**src/rtl/lfsr_pkg.sv**
```systemverilog
// Shared LFSR definitions: the mode enum, the default geometry, and the
// helper that turns a Fibonacci tap mask into a Galois XOR mask.
package lfsr_pkg;

  typedef enum logic {
    LFSR_FIB = 1'b0,
    LFSR_GAL = 1'b1
  } lfsr_mode_e;

  localparam int         LFSR_WIDTH = 8;
  localparam logic [7:0] LFSR_TAPS  = 8'hB8;
  localparam logic [7:0] LFSR_SEED  = 8'h01;

  // Galois mask is the tap mask moved up one place, with bit 0 forced on.
  // The caller truncates the result to its own width.
  function automatic logic [31:0] galois_mask(input logic [31:0] taps);
    return (taps << 1) | 32'd1;
  endfunction

endpackage

```
**src/rtl/lfsr_step.sv**
```systemverilog
// One combinational LFSR shift in either Fibonacci or Galois form.
module lfsr_step
  import lfsr_pkg::*;
#(
  parameter int WIDTH = LFSR_WIDTH
) (
  input  logic [WIDTH-1:0] s,
  input  lfsr_mode_e       mode,
  input  logic [WIDTH-1:0] taps,
  output logic [WIDTH-1:0] s_next
);

  logic [WIDTH-1:0] gal_mask;
  logic             fib_fb;

  assign gal_mask = WIDTH'(galois_mask(32'(taps)));
  assign fib_fb   = ^(s & taps);

  always_comb begin
    s_next = {s[WIDTH-2:0], fib_fb};
    if (mode == LFSR_GAL) begin
      s_next = {s[WIDTH-2:0], 1'b0} ^ (s[WIDTH-1] ? gal_mask : '0);
    end
  end

endmodule

```
**src/rtl/lfsr_gen.sv**
```systemverilog
// Parametrised LFSR generator: chained shifts per advance, seed load,
// all-zero lockup recovery and a period monitor.
module lfsr_gen
  import lfsr_pkg::*;
#(
  parameter int               WIDTH = LFSR_WIDTH,
  parameter logic [WIDTH-1:0] TAPS  = WIDTH'(LFSR_TAPS),
  parameter logic [WIDTH-1:0] SEED  = WIDTH'(LFSR_SEED),
  parameter int               STEPS = 1
) (
  input  logic             clk,
  input  logic             rst,
  input  logic             en,
  input  logic             load,
  input  logic [WIDTH-1:0] seed_in,
  input  logic             mode,
  output logic [WIDTH-1:0] q,
  output logic             lockup,
  output logic             wrap,
  output logic [WIDTH-1:0] period
);

  logic [WIDTH-1:0] q_q, q_d;
  logic [WIDTH-1:0] start_q, start_d;
  logic [WIDTH-1:0] cnt_q, cnt_d;
  logic [WIDTH-1:0] period_q, period_d;
  logic             lockup_q, lockup_d;
  logic             wrap_q, wrap_d;

  logic [WIDTH-1:0] chain [STEPS+1];
  logic [WIDTH-1:0] adv;
  logic [WIDTH-1:0] cnt_inc;
  lfsr_mode_e       mode_e;

  assign mode_e   = lfsr_mode_e'(mode);
  assign chain[0] = q_q;

  for (genvar gi = 0; gi < STEPS; gi++) begin : g_step
    lfsr_step #(.WIDTH(WIDTH)) u_step (
      .s      (chain[gi]),
      .mode   (mode_e),
      .taps   (TAPS),
      .s_next (chain[gi+1])
    );
  end

  assign adv = chain[STEPS];
  // The advance counter sticks at all-ones rather than rolling over.
  assign cnt_inc = (cnt_q == '1) ? cnt_q : cnt_q + 1'b1;

  always_comb begin
    q_d      = q_q;
    start_d  = start_q;
    cnt_d    = cnt_q;
    period_d = period_q;
    lockup_d = 1'b0;
    wrap_d   = 1'b0;
    if (load) begin
      q_d     = seed_in;
      start_d = seed_in;
      cnt_d   = '0;
    end else if (en && (q_q == '0)) begin
      q_d      = SEED;
      start_d  = SEED;
      cnt_d    = '0;
      lockup_d = 1'b1;
    end else if (en) begin
      q_d = adv;
      if (adv == start_q) begin
        wrap_d   = 1'b1;
        period_d = cnt_inc;
        cnt_d    = '0;
      end else begin
        cnt_d = cnt_inc;
      end
    end
  end

  always_ff @(posedge clk) begin
    if (!rst) begin
      q_q      <= SEED;
      start_q  <= SEED;
      cnt_q    <= '0;
      period_q <= '0;
      lockup_q <= 1'b0;
      wrap_q   <= 1'b0;
    end else begin
      q_q      <= q_d;
      start_q  <= start_d;
      cnt_q    <= cnt_d;
      period_q <= period_d;
      lockup_q <= lockup_d;
      wrap_q   <= wrap_d;
    end
  end

  assign q      = q_q;
  assign lockup = lockup_q;
  assign wrap   = wrap_q;
  assign period = period_q;

endmodule

```
**config.mk**
```make
export PLATFORM = sky130hd
export DESIGN_NAME = lfsr_gen
export DESIGN_NICKNAME = d
export VERILOG_FILES = /design/src/rtl/lfsr_pkg.sv /design/src/rtl/lfsr_step.sv /design/src/rtl/lfsr_gen.sv
export SDC_FILE = /design/constraint.sdc
export NUM_CORES = 1
export LEC_CHECK = 0
export BUFFER_PORTS_ARGS = -buffer_cell sky130_fd_sc_hd__buf_2
export CAP_MARGIN = 20
export CORE_AREA = 10 10 69 71
export DETAILED_ROUTE_END_ITERATION = 6
export DIE_AREA = 0 0 79 81
export PLACE_DENSITY_LB_ADDON = 0.25
export SYNTH_ARGS = -nofsm -noshare
export SYNTH_HDL_FRONTEND = slang
export SYNTH_SLANG_ARGS = --single-unit
export TNS_END_PERCENT = 5
```
**constraint.sdc**
```tcl
create_clock -name clk -period 4.7 [get_ports clk]
set_input_delay 0.235 -clock clk [delete_from_list [all_inputs] [get_ports clk]]
set_output_delay 0.235 -clock clk [all_outputs]
set_load 0.02 [all_outputs]
```
==> impl_results.md <==
* Status: finished clean
* Post-DP HPWL at slightly above 3000 um
* Reg2reg setup slack at between 2000 and 2500 ps
* Worst vdd ir at ~0.18 mV
* Area leader, netlist: dfxtp_1
* DR pass1 iterations at 4
* Final Cycle Share at around 56%
* Final hold violations at 0
* Sequential area share after synthesis at ~37%
* Crit path DAT at approximately 2800 ps
* Worst hold start: rst
* Num ports at 31
* Std-Cell Rows at 22
* Nets at 247
* Port buffer count at 30
* DIE AREA at roughly 6400 um^2
* Clk_lat worst skew at 360 ps
* Most frequent cells after synthesis: dfxtp_1, a21oi_1, nand2_1
* Post-CTS Setup Bufs at 0
* Crit-path cells: inv_1, ha_1, and4bb_1, a21oi_1, nand2_1, o31ai_1, a21oi_1
* # hold bufs at CTS at 0
* Drt drc at 0
* Final setup violation count at 0
* Worst path most repeated cell: a21oi_1
* Synth top area share at 37.0%
* Post-synth EDFFs at 0
* # diodes at 0
* Setup_tns at 0 ps
* TritonCTS clock tree: built
* #FFs+latches synth at 34
* Initial DRC Count at just over 80
* Yosys warns at 0
* Most frequent cell after synthesis: dfxtp_1
* Die Wd at between 70 and 80 um
* First-pass GRT wire length at 7200 um
* Area Growth Syn to Fin at 11.6%
* Pwr dens at just under 300 nW/um^2
* Slew margin rel. at approximately a third
* WHS Path Cells at 2
* Worst Hold Endpoint: start_q[0]
* Global-route usage over all layers at around 14%
* Fmax achieved at 0.383 GHz
* Ranking of synthesized cells by area: dfxtp_1, a21oi_1, mux2_2, nand2_1, xnor2_1
* Routability Congestion at ~0.80
* Worst setup EP type: register
* Total gr overflow at 0
* Worst-path fanout max at 13
* Vias in the first global route at about 1600
* Unique masters post-synth at 46
* Clock transition at the registers of the reported paths at roughly 100 ps
* Worst R2R End: period[7]
* Path type of the worst min-delay path: primary input to register
* Final min period at between 2000 and 3000 ps
* Slew Limit Fails at 0
* CTS Buffer Depth at 2
* Dpl cells at around 270
* Post-DRT Antenna Nets at 0
* Final non-filler cell total at around 280
* Static leakage at between 0.7 and 0.8 nW
* R2R depth at 7
* CTS sink count at 34
* Clk root buf: clkbuf_4
* Slowest CP cell: a21oi_1
* Cell area after synthesis at ~1800 um^2
* Antenna violations before repair at 0
* Post-DR wirelength/cell at 15.0 um
* Primary FF master, synth: dfxtp_1
* Synth Instances at about 210
* PostCTS Resize Cnt at 0
* Via/cell ratio at around 5.7
* Largest net degree at the start of global routing at 29
* Ratio of cells with drive above 1 in the final layout at approximately 23%
* Via count at approximately 1600
* Worst path top cell family by delay: compound AO/OA/AOI/OAI gates
* Initial Util at a little over half
* Setup Skew at approximately 21 ps
* Crit path launch type: register
* Avg Synthesized Cell Area at a little under 9 um^2
* Worst R2R Start: q[4]
* Setup CP Type: register to register
* Core area at 3520 um^2
* Max-Cap Viols at 0
* Hold WS at ~82 ps
* Num CTS Buffers at 5
* Slowest Stage Delay on Critical Path at ~770 ps
* Die height at between 80 and 90 um
* Critical Path RT at 4920 ps
* Buf/Inv on CP at 1
* Final WL at about 4200 um
* Actual slew at the worst max-slew pin at between 900 and 1000 ps
* Async set-or-reset flop fraction in the synthesized netlist at 0%
* Syn_nets at 221
* CTS H-tree depth at 2
* RSZ-0062 raised after global routing: false
[worst max path at each step]
| stage | startpoint | to | slack (ps) | depth (start not counted) |
|---|---|---|---|---|
| 2_1_floorplan | q[4] | period[0] | 2650 | 8 |
| 3_3_place_gp | q[5] | period[4] | 2190 | 7 |
| 3_5_place_dp | q[4] | period[5] | 2070 | 7 |
| 4_1_cts | q[4] | period[5] | 2070 | 7 |
| 5_1_grt | q[4] | period[5] | 1750 | 7 |
| 6_report | q[4] | period[7] | 2090 | 7 |
[where the power goes]
part | internal [mW] | switching [mW]
Sequential | 0.298 | 0.0107
Combinational | 0.0408 | 0.0683
Clock | 0.0719 | 0.105
[stage by stage]
stage / instance area [um^2] / setup WS, ps / utilization [%] / total power [mW]
2_1_floorplan: 1840 / 2650 / - / 0.402
3_3_place_gp: 1990 / 2190 / 56.5 / 0.423
3_5_place_dp: 1990 / 2070 / 56.5 / 0.424
4_1_cts: 2050 / 2070 / 58.3 / 0.597
5_1_grt: 2050 / 1750 / 58.3 / 0.623
6_report: 2050 / 2090 / 58.3 / 0.595
[flip-flops by register name (all words and copies together) (netlist names)]
| signal | flops |
|---|---|
| cnt_q | 8 |
| lockup | 1 |
| period | 8 |
| q | 8 |
| start_q | 8 |
| wrap | 1 |
[layer usage]
layer | GRT usage (%) | routed length [um] | part of all wire [%] | vias to the layer above
met2 | 24.1 | 2110 | 50 | 31
met4 | 4.84 | 59 | 1.4 | 0
met1 | 15.1 | 1850 | 44 | 763
met3 | 4.75 | 182 | 4.3 | 6
met5 | 0 | 0 | 0 | -
li1 | - | - | - | 810
[cell usage in the layout, fill, tap and decap left out, types with 2 or more instances in the layout]
cell type	instances
nand3_1	4
xnor2_1	7
xnor3_1	2
mux2_2	7
nor2b_1	2
clkbuf_4	5
buf_2	30
o21a_1	2
nand2b_1	9
a21oi_1	27
mux2i_1	2
o22ai_1	2
nor4_1	2
a22oi_1	2
xor2_1	4
ha_1	2
dfxtp_1	34
inv_1	5
o31ai_1	6
and2_1	2
nand2_1	20
and3_1	4
nor3_1	2
nand4_1	8
nor2_1	8
o211ai_1	8
o21ai_0	3
a31oi_1	3
nor4_2	2
[layout make-up]
| cell class | instances | area, um^2 |
|---|---|---|
| Fill cell | 364 | 1470 |
| Multi-Input combinational cell | 154 | 1070 |
| Sequential cell | 34 | 681 |
| Timing Repair Buffer | 30 | 150 |
| Tap cell | 48 | 60.1 |
| Clock buffer | 6 | 51.3 |
| Inverter | 7 | 26.3 |
| Clock inverter | 2 | 12.5 |
[logic make-up (layout without fill, tap and decap cells)]
group	after synthesis	in the layout	share of synthesized area, %
and+or+nand+nor	68	68	20.6
AOI/OAI and AO/OA	61	61	22.0
DFF	34	34	37.0
buffers and inverters	18	45	4.69
xor gates and xnor gates	14	14	8.98
muxes	9	9	5.37
adders and majority gates	2	2	1.36
No activity file was read; power rests on OpenSTA's default activity.
